$ cat src/rtl/if_stage_pkg.sv
// if_stage shared types and constants.
// State encoding, NOP word and the IF/ID bundle.
package if_stage_pkg;

  typedef enum logic [1:0] {
    BOOT = 2'd0,
    RUN  = 2'd1,
    HALT = 2'd2
  } state_t;

  localparam int          XLEN         = 32;
  localparam logic [31:0] NOP          = 32'h0;
  localparam logic [31:0] PC_INC       = 32'd4;
  localparam logic [31:0] RESET_PC_DEF = 32'd100;

  typedef struct packed {
    logic [XLEN-1:0] instr;
    logic [XLEN-1:0] pc4;
    logic            valid;
  } if_id_t;

  localparam if_id_t IF_ID_NOP = '{
    instr: NOP,
    pc4:   '0,
    valid: 1'b0
  };

endpackage

$ cat src/rtl/if_stage_if.sv
// Fetch-stage bus: hazard/redirect controls, imem
// address/data and the IF/ID outputs toward decode.
interface if_stage_if #(
  parameter int DW = 32
);

  logic          stall;
  logic          flush;
  logic          redirect_valid;
  logic [DW-1:0] redirect_pc;
  logic [DW-1:0] pc_out;
  logic [DW-1:0] imem_in;
  logic [DW-1:0] ifid_instr;
  logic [DW-1:0] ifid_pc4;
  logic          ifid_valid;
  logic          fetch_fault;

  modport master (
    input  stall,
    input  flush,
    input  redirect_valid,
    input  redirect_pc,
    input  imem_in,
    output pc_out,
    output ifid_instr,
    output ifid_pc4,
    output ifid_valid,
    output fetch_fault
  );

  modport slave (
    output stall,
    output flush,
    output redirect_valid,
    output redirect_pc,
    output imem_in,
    input  pc_out,
    input  ifid_instr,
    input  ifid_pc4,
    input  ifid_valid,
    input  fetch_fault
  );

endinterface

$ cat src/rtl/if_stage_if_id_reg.sv
// IF/ID pipeline register.
// Squash beats hold, hold beats load, else NOP.
module if_stage_if_id_reg
  import if_stage_pkg::*;
(
  input  logic   clk,
  input  logic   rst_n,
  input  logic   squash,
  input  logic   hold,
  input  logic   load,
  input  if_id_t d,
  output if_id_t q
);

  always_ff @(posedge clk or negedge rst_n) begin
    if (!rst_n) begin
      q <= IF_ID_NOP;
    end else begin
      priority case (1'b1)
        squash:  q <= IF_ID_NOP;
        hold:    q <= q;
        load:    q <= d;
        default: q <= IF_ID_NOP;
      endcase
    end
  end

endmodule

$ cat src/rtl/if_stage.sv
// Instruction fetch stage: PC register, BOOT/RUN/HALT
// control and the IF/ID register feeding decode.
module if_stage
  import if_stage_pkg::*;
#(
  parameter int            DW       = 32,
  parameter logic [DW-1:0] RESET_PC = DW'(RESET_PC_DEF),
  parameter logic [DW-1:0] IMEM_HI  = DW'(128)
) (
  input  logic       clk,
  input  logic       reset_n,
  if_stage_if.master bus
);

  state_t        state_q;
  state_t        state_d;
  logic [DW-1:0] pc_q;
  logic [DW-1:0] pc_d;
  logic          fault_q;
  logic          fault_d;
  logic [DW-1:0] pc_next;
  logic          misaligned;
  logic          end_of_image;
  if_id_t        ifid_d;
  if_id_t        ifid_q;

  assign pc_next      = pc_q + DW'(PC_INC);
  assign misaligned   = |bus.redirect_pc[1:0];
  assign end_of_image = pc_next > IMEM_HI;

  always_ff @(posedge clk or negedge reset_n) begin
    if (!reset_n) begin
      state_q <= BOOT;
      pc_q    <= RESET_PC;
      fault_q <= 1'b0;
    end else begin
      state_q <= state_d;
      pc_q    <= pc_d;
      fault_q <= fault_d;
    end
  end

  // A redirect is honoured from any state; a bad
  // target parks the stage in HALT with PC frozen.
  always_comb begin
    state_d = state_q;
    pc_d    = pc_q;
    fault_d = fault_q;
    if (bus.redirect_valid) begin
      if (misaligned) begin
        fault_d = 1'b1;
        state_d = HALT;
      end else begin
        pc_d    = bus.redirect_pc;
        state_d = RUN;
      end
    end else begin
      unique case (state_q)
        BOOT: begin
          if (!bus.stall) state_d = RUN;
        end
        RUN: begin
          if (!bus.stall) begin
            pc_d = pc_next;
            if (end_of_image) state_d = HALT;
          end
        end
        HALT: begin
          state_d = HALT;
        end
        default: begin
          state_d = BOOT;
        end
      endcase
    end
  end

  assign ifid_d = '{
    instr: bus.imem_in,
    pc4:   pc_next,
    valid: 1'b1
  };

  if_stage_if_id_reg u_if_id (
    .clk    (clk),
    .rst_n  (reset_n),
    .squash (bus.flush | bus.redirect_valid),
    .hold   (bus.stall),
    .load   (state_q == RUN),
    .d      (ifid_d),
    .q      (ifid_q)
  );

  assign bus.pc_out      = pc_q;
  assign bus.ifid_instr  = ifid_q.instr;
  assign bus.ifid_pc4    = ifid_q.pc4;
  assign bus.ifid_valid  = ifid_q.valid;
  assign bus.fetch_fault = fault_q;

endmodule

$ cat src/flat_wrapper.sv
// flat-port wrapper written by rule: the top's interface ports become plain ports
module if_stage_flat import if_stage_pkg::*;
#(
  parameter int            DW       = 32,
  parameter logic [DW-1:0] RESET_PC = DW'(RESET_PC_DEF),
  parameter logic [DW-1:0] IMEM_HI  = DW'(128)
)
  (clk, reset_n, bus_stall, bus_flush, bus_redirect_valid, bus_redirect_pc, bus_imem_in, bus_pc_out, bus_ifid_instr, bus_ifid_pc4, bus_ifid_valid, bus_fetch_fault);
  if_stage_if #(.DW(DW)) bus_i ();
  input  logic clk;
  input  logic reset_n;
  input wire logic [$bits(bus_i.stall)-1:0] bus_stall;
  input wire logic [$bits(bus_i.flush)-1:0] bus_flush;
  input wire logic [$bits(bus_i.redirect_valid)-1:0] bus_redirect_valid;
  input wire logic [$bits(bus_i.redirect_pc)-1:0] bus_redirect_pc;
  input wire logic [$bits(bus_i.imem_in)-1:0] bus_imem_in;
  output wire logic [$bits(bus_i.pc_out)-1:0] bus_pc_out;
  output wire logic [$bits(bus_i.ifid_instr)-1:0] bus_ifid_instr;
  output wire logic [$bits(bus_i.ifid_pc4)-1:0] bus_ifid_pc4;
  output wire logic [$bits(bus_i.ifid_valid)-1:0] bus_ifid_valid;
  output wire logic [$bits(bus_i.fetch_fault)-1:0] bus_fetch_fault;
  assign bus_i.stall = bus_stall;
  assign bus_i.flush = bus_flush;
  assign bus_i.redirect_valid = bus_redirect_valid;
  assign bus_i.redirect_pc = bus_redirect_pc;
  assign bus_i.imem_in = bus_imem_in;
  assign bus_pc_out = bus_i.pc_out;
  assign bus_ifid_instr = bus_i.ifid_instr;
  assign bus_ifid_pc4 = bus_i.ifid_pc4;
  assign bus_ifid_valid = bus_i.ifid_valid;
  assign bus_fetch_fault = bus_i.fetch_fault;
  if_stage #(.DW(DW), .RESET_PC(RESET_PC), .IMEM_HI(IMEM_HI)) u_core (.clk(clk), .reset_n(reset_n), .bus(bus_i));
endmodule
$ cat config.mk
export PLATFORM = sky130hd
export DESIGN_NAME = if_stage_flat
export DESIGN_NICKNAME = d
export VERILOG_FILES = /design/src/rtl/if_stage_pkg.sv /design/src/rtl/if_stage_if.sv /design/src/rtl/if_stage_if_id_reg.sv /design/src/rtl/if_stage.sv /design/src/flat_wrapper.sv
export SDC_FILE = /design/constraint.sdc
export NUM_CORES = 1
export LEC_CHECK = 0
export BUFFER_PORTS_ARGS = -buffer_cell sky130_fd_sc_hd__buf_2
export CORE_ASPECT_RATIO = 1.5
export CORE_UTILIZATION = 45
export CTS_BUF_LIST = sky130_fd_sc_hd__clkbuf_16
export CTS_CLUSTER_DIAMETER = 80
export CTS_CLUSTER_SIZE = 30
export DETAILED_ROUTE_END_ITERATION = 8
export HOLD_SLACK_MARGIN = 0.08
export PLACE_DENSITY = 0.72
export SYNTH_ARGS = -nofsm -noshare
export SYNTH_HDL_FRONTEND = slang
export SYNTH_SLANG_ARGS = --single-unit
$ cat constraint.sdc
create_clock -name clk -period 2.96 [get_ports clk]
set_input_delay 0.148 -clock clk [delete_from_list [all_inputs] [get_ports clk]]
set_output_delay 0.148 -clock clk [all_outputs]
set_load 0.01 [all_outputs]
# Word level (Yosys, flattened, before mapping)
# Cells that the tools add are included.
[totals] reg_bits=100 inputBits=69 output_inout_bits=98
[classes] add_sub_neg=1 order_cmp=1 eq_ne=8 muxes=13 n_bitwise=1 reduce_logical=6
[op_table] operator="$mux 65" count=3
[op_table] operator="$mux 32" count=4
[op_table] operator="$add 32x3->32 const B" count=1
[op_table] operator="$gt 32x8->1 const B" count=1
[op_table] operator="$mux 2" count=5
[op_table] operator="$ne 3x3->1 const B" count=2
[op_table] operator="$pmux 2 s3" count=1
[op_table] operator="$reduce_and 3->1" count=2
[op_table] operator="$ne 2x1->1 const B" count=2
[op_table] operator="$ne 3x2->1 const B" count=1
[op_table] operator="$eq 2x1->1 const B" count=1
[op_table] operator="$eq 2x2->1 const B" count=1
[op_table] operator="$logic_not 2->1" count=1
[op_table] operator="$ne 2x2->1 const B" count=1
[op_table] operator="$reduce_and 2->1" count=1
[op_table] operator="$reduce_bool 2->1" count=1
[op_table] operator="$reduce_or 2->1" count=1
[op_table] operator="$or 1x1->1" count=1

# Logic depth before layout (Yosys ltp)
[logic_depth] ltp_word=6 ltp_mapped=9

# Modules after synthesis
# Synthesis repeated with hierarchy kept, for this count alone.
[unflattened] hier_cells=512 hier_area_um2=5288.8
[modules_own_cells] mod="if_stage" instances=1 cells_each=357 area_per_inst_um2=2815.2 seq_area_each_um2=879.6
[modules_own_cells] mod="if_stage_if_id_reg" instances=1 cells_each=155 area_per_inst_um2=2473.6 seq_area_each_um2=1626.6

# Worst setup path before layout
# No wires, ideal clock.
[synth_timing] path_kind="flip-flop to flip-flop" from="reg u_core.pc_q[2], in the netlist u_core.bus.pc_out[2]" to="reg u_core.state_q[1]" arrival_time_ns=2.431 path_slack_ns=0.411 stages_incl_launch_ff=10 path_buffers=1 cell_sequence="dfstp_2 -> ha_1 -> buf_2 -> nand3_2 -> nor3_1 -> and3_1 -> o21bai_1 -> a2111oi_2 -> nand3_1 -> a21o_1"
[synth_between] elab_chain_cells=4
[synth_rtl] item="start: declaration" line="if_stage.sv:17" source="logic [DW-1:0] pc_q;"
[synth_rtl] item="start signal: assignment" line="if_stage.sv:38" source="pc_q <= pc_d;"
[synth_rtl] item="$add 32x3->32" line="if_stage.sv:27" source="assign pc_next = pc_q + DW'(PC_INC);"
[synth_rtl] item="$gt 32x8->1" line="if_stage.sv:29" source="assign end_of_image = pc_next > IMEM_HI;"
[synth_rtl] item="$ne 3x2->1 (no line)"
[synth_rtl] item="$reduce_and 3->1 (no line)"
[synth_rtl] item="end signal: assignment" line="if_stage.sv:37" source="state_q <= state_d;"
[synth_rtl] item="end: declaration" line="if_stage.sv:15" source="state_t state_q;"
# Every way passes these cells.
# A chain may end at the register's enable or synchronous reset.

# Final worst setup path
# Ends and elaborated chain as after synthesis.

==> summary.md <==
| Metric | Value |
|---|---|
| Leakage power total | `3.39 nW` |
| Sequential Area | `between 2000 and 3000 µm²` |
| Netlist area before placement | `between 5000 and 6000 µm²` |
| Hold violation count in the final report | `0` |
| Remaining global-route overflow | `0` |
| Synth Instances | `between 500 and 600` |
| Syn avg cell area | `9.78 µm²` |
| Layout cell share with drive strength beyond 1 | `0.322` |
| Antenna cells | `0` |
| CP arrival | `a little under 3 ns` |
| Y dimension of the die | `133 µm` |
| Portion of total power attributed to combinational logic | `0.316` |
| Source of the critical timing path | `u_core.bus.pc_out[2]` |
| Width of the die | `89.4 µm` |
| Via count of the first global-routing pass | `4,956` |
| Ratio of routed vias to standard cells | `roughly 5.7` |
| Synth async-reset ratio | `1.00` |
| Wire length of the first global-routing pass | `25.2 mm` |
| Worst relative slew slack | `0.462` |
| Worst Hold Launch | `bus_redirect_pc[5]` |
| Max Clock Skew | `between 0.008 and 0.009 ns` |
| Element type at the critical path end | `flop` |
| Dominant register cell in the synthesized netlist | `dfrtp_1` |
| Max FO, Critical Path | `10` |
| Max Fclk | `~370 MHz` |
| Number of distinct library cells after synthesis | `57` |
| Final core area utilization | `0.619` |
| Num CTS Buffers | `9` |
| Placeable core region | `11,100 µm²` |
| Sequential cell fraction of total power | `0.408` |
| Count of warnings emitted by yosys | `0` |
| TritonCTS clock tree | `built` |
| Final Slew Violations | `0` |
| Kind of cell adding the most delay to the critical path | `compound AO/OA/AOI/OAI gates` |
| DIE AREA | `around 12,000 µm²` |
| Detailed placement HPWL | `11.6 mm` |
| Cell at the root of the clock tree | `clkbuf_16` |
| # fillers | `around 960` |
| Clock Latency Late Sink | `0.35 ns` |
| Clock sink total | `100` |
| Max-cap check violation count | `0` |
| Sw power | `1.61 mW` |
| Post-synth EDFFs | `0` |
| CTS H-tree depth | `3` |
| Antenna violations before repair | `0` |
| Final net count | `roughly 800` |
| Power share of the clock group | `0.276` |
| Number of nets with antenna violations after routing | `0` |
| Cells traversed along the worst timing path | `ha_1 > nand3_2 > nor4_2 > o211ai_1 > o21a_1 > a2111oi_2 > nand3_1 > a21o_1` |
| Final setup violation count | `0` |
| Number of flip-flops and latches in the synthesized netlist | `100` |
| Post-layout minimum cycle time | `approximately 2.7 ns` |
| Result of the run | `finished clean` |
| PD cells | `640 nW/µm²` |
| Setup repair after global routing missed its margin | `no` |
| Worst endpoint required time | `3.21 ns` |
| Longest Clk Path Bufs | `2` |
| Number of iterations in the first detailed-routing pass | `5` |
| Critical path launch point type | `flop` |
| Relative area change from synthesis to final layout | `33.3%` |
| Proportion of synthesized chip area in sequential cells | `0.486` |
| Number of placement rows | `47` |
| Count of routing violations after the opening detailed-route iteration | `~270` |
| Pwr Total | `4.40 mW` |
| Residual DRC | `0` |
| Buffers inserted during post-CTS setup optimization | `0` |
| Post-synth net total | `601` |
| Crit share post-route | `0.924` |
| Maximum single-stage delay on the critical path | `0.60 ns` |
| RePlAce Congestion | `0.925` |
| Sw Share | `0.366` |
| I/O pin count | `167` |
| Detailed Route WL | `16.3 mm` |
| Critical path class | `reg -> reg` |
| Routed length per instance | `around 19 µm` |
| Slowest cell on crit path | `dfstp_2` |
| Reg clk slew, reported paths | `0.07 ns` |
| All-Layer GR Usage | `0.281` |
| Setup TNS after final layout | `0 ns` |
| Maximum number of pins on one net before global-route repair | `64` |
| Count of buffering cells on the critical path with inverters included | `0` |
| Least-Margin Pin Slew | `around 0.8 ns` |
| Worst Hold Class | `in -> reg` |
| Final design instance area without fill | `approximately 6900 µm²` |
| Routed vias | `4,968` |
| Area after DPL | `between 6000 and 7000 µm²` |
| Worst reg2reg startpoint | `u_core.bus.pc_out[2]` |
| Count of input and output buffers | `166` |
| Pint | `2.79 mW` |
| Initial core utilization | `0.464` |
| Maximum ir drop on the vdd rail | `between 0.4 and 0.5 mV` |
| Multi-input gate area | `2410 µm²` |
-- final timing paths --
path	end	slack, ns	cells after the start
max	u_core.state_q[1]	0.22	8
min	u_core.bus.pc_out[5]	0.09	3
max reg2reg	u_core.state_q[1]	0.22	8
min reg2reg	u_core.bus.fetch_fault	0.47	1
max in group asynchronous	u_core.bus.pc_out[2]	1.71	3
min in group asynchronous	u_core.u_if_id.q[51]	0.44	2
-- through the flow --
step / std cells / setup slack (ns) / hold slack, ns
after floorplan: 528 / 0.411 / -0.148
after global placement: 825 / 0.281 / 0.276
after detailed placement: 825 / 0.171 / 0.294
after CTS: 877 / 0.185 / 0.0834
after global routing: 877 / 0.0215 / 0.108
final: 877 / 0.224 / 0.0878
-- cells in the mapped netlist, types with 7 or more instances --
cell type   n  share of area
nor3_1     14          0.014
nor2_1     33          0.024
xnor2_1    17          0.029
dfrtp_1    97           0.47
nand3_1    23          0.022
nand2_1    39          0.028
inv_1      12         0.0087
a21oi_1    31          0.030
clkbuf_1   31          0.023
a22o_1     45          0.076
o22ai_1    10          0.012
mux2i_1    10          0.019
nand4_1     8         0.0097
and3_1      7         0.0085
nor4_1      8         0.0097
o21ai_0    50          0.048
-- area by class of cell --
| type | instances | share of cell area |
|---|---|---|
| clock inverter | 7 | 0.0116 |
| clock buffer | 9 | 0.0327 |
| multi-input combinational | 369 | 0.351 |
| timing repair buffer | 233 | 0.207 |
| inverter | 12 | 0.00655 |
| sequential | 100 | 0.364 |
| tap | 147 | 0.0267 |
-- cell usage in the layout (no fill, tap or decap), types with 2 or more instances in the layout --
cell / Yosys / routed
buf_2: 5 / 165
dfrtp_1: 97 / 97
o21ai_0: 50 / 50
a22o_1: 45 / 45
nand2_1: 39 / 39
dlygate4sd3_1: 0 / 36
nor2_1: 33 / 32
buf_4: 6 / 32
a21oi_1: 31 / 31
nand3_1: 23 / 23
xnor2_1: 17 / 17
nor3_1: 14 / 13
inv_1: 12 / 12
mux2i_1: 10 / 10
o22ai_1: 10 / 10
clkbuf_16: 0 / 9
nand4_1: 8 / 8
nor4_1: 8 / 8
and3_1: 7 / 7
and2_1: 6 / 6
or3_1: 6 / 6
xor2_1: 6 / 6
nand2b_1: 5 / 5
a22oi_1: 4 / 4
ha_1: 4 / 4
and4_1: 3 / 3
nor4_4: 2 / 3
o21a_1: 3 / 3
a41o_1: 3 / 3
inv_6: 0 / 3
dfstp_2: 3 / 3
nand4_2: 2 / 2
nand3_2: 2 / 2
a21o_1: 2 / 2
a31oi_1: 2 / 2
o41ai_1: 2 / 2
nand4b_1: 2 / 2
-- registers in the layout, indices dropped and copies added, names as in the netlist --
signal and flops:
u_core.u_if_id.q 65, u_core.state_q 2, u_core.bus.pc_out 32, u_core.bus.fetch_fault 1
-- power groups by stage --
stage / logic [mW] / registers [mW] / clock network (mW)
detailed placement: 1.35 / 1.82 / 0
CTS: 1.39 / 1.79 / 1.24
global placement: 1.33 / 1.80 / 0
finish: 1.39 / 1.80 / 1.22
floorplan: 0.827 / 1.79 / 0
global route: 1.52 / 1.83 / 1.30
-- kinds of logic (layout without fill, tap and decap cells) --
kind of cell             after synthesis  in the layout  synth area share
adder cells (fa/ha/maj)                4              4           0.00970
multiplexers                          11             11            0.0216
AND/OR/NAND/NOR                      168            168             0.179
AO/OA/AOI/OAI                        163            163             0.213
flip-flops                           100            100             0.486
buffers and inverters                 59            261            0.0516
XOR/XNOR                              23             23            0.0390
-- worst register-to-register path, cell delays in order (launching register included) --
cell       delay (ns)
dfstp_2          0.60
ha_1             0.21
nand3_2          0.22
nor4_2           0.48
o211ai_1         0.16
o21a_1           0.15
a2111oi_2        0.47
nand3_1          0.16
a21o_1           0.18
-- routing by layer --
layer / routed length [µm] / vias to the layer above / GRT usage
li1: - / 2323 / -
met1: 6210 / 2403 / 0.306
met2: 8480 / 200 / 0.507
met3: 899 / 42 / 0.0446
met4: 664 / 0 / 0.147
met5: 0 / - / 0
-- repair_timing --
item                                    CTS  global route
gates resized for setup                   0             1
hold buffers                             36             0
endpoints found under the setup margin    0             1
endpoints found under the hold margin    94             0
(Power assumes the default switching activity.)
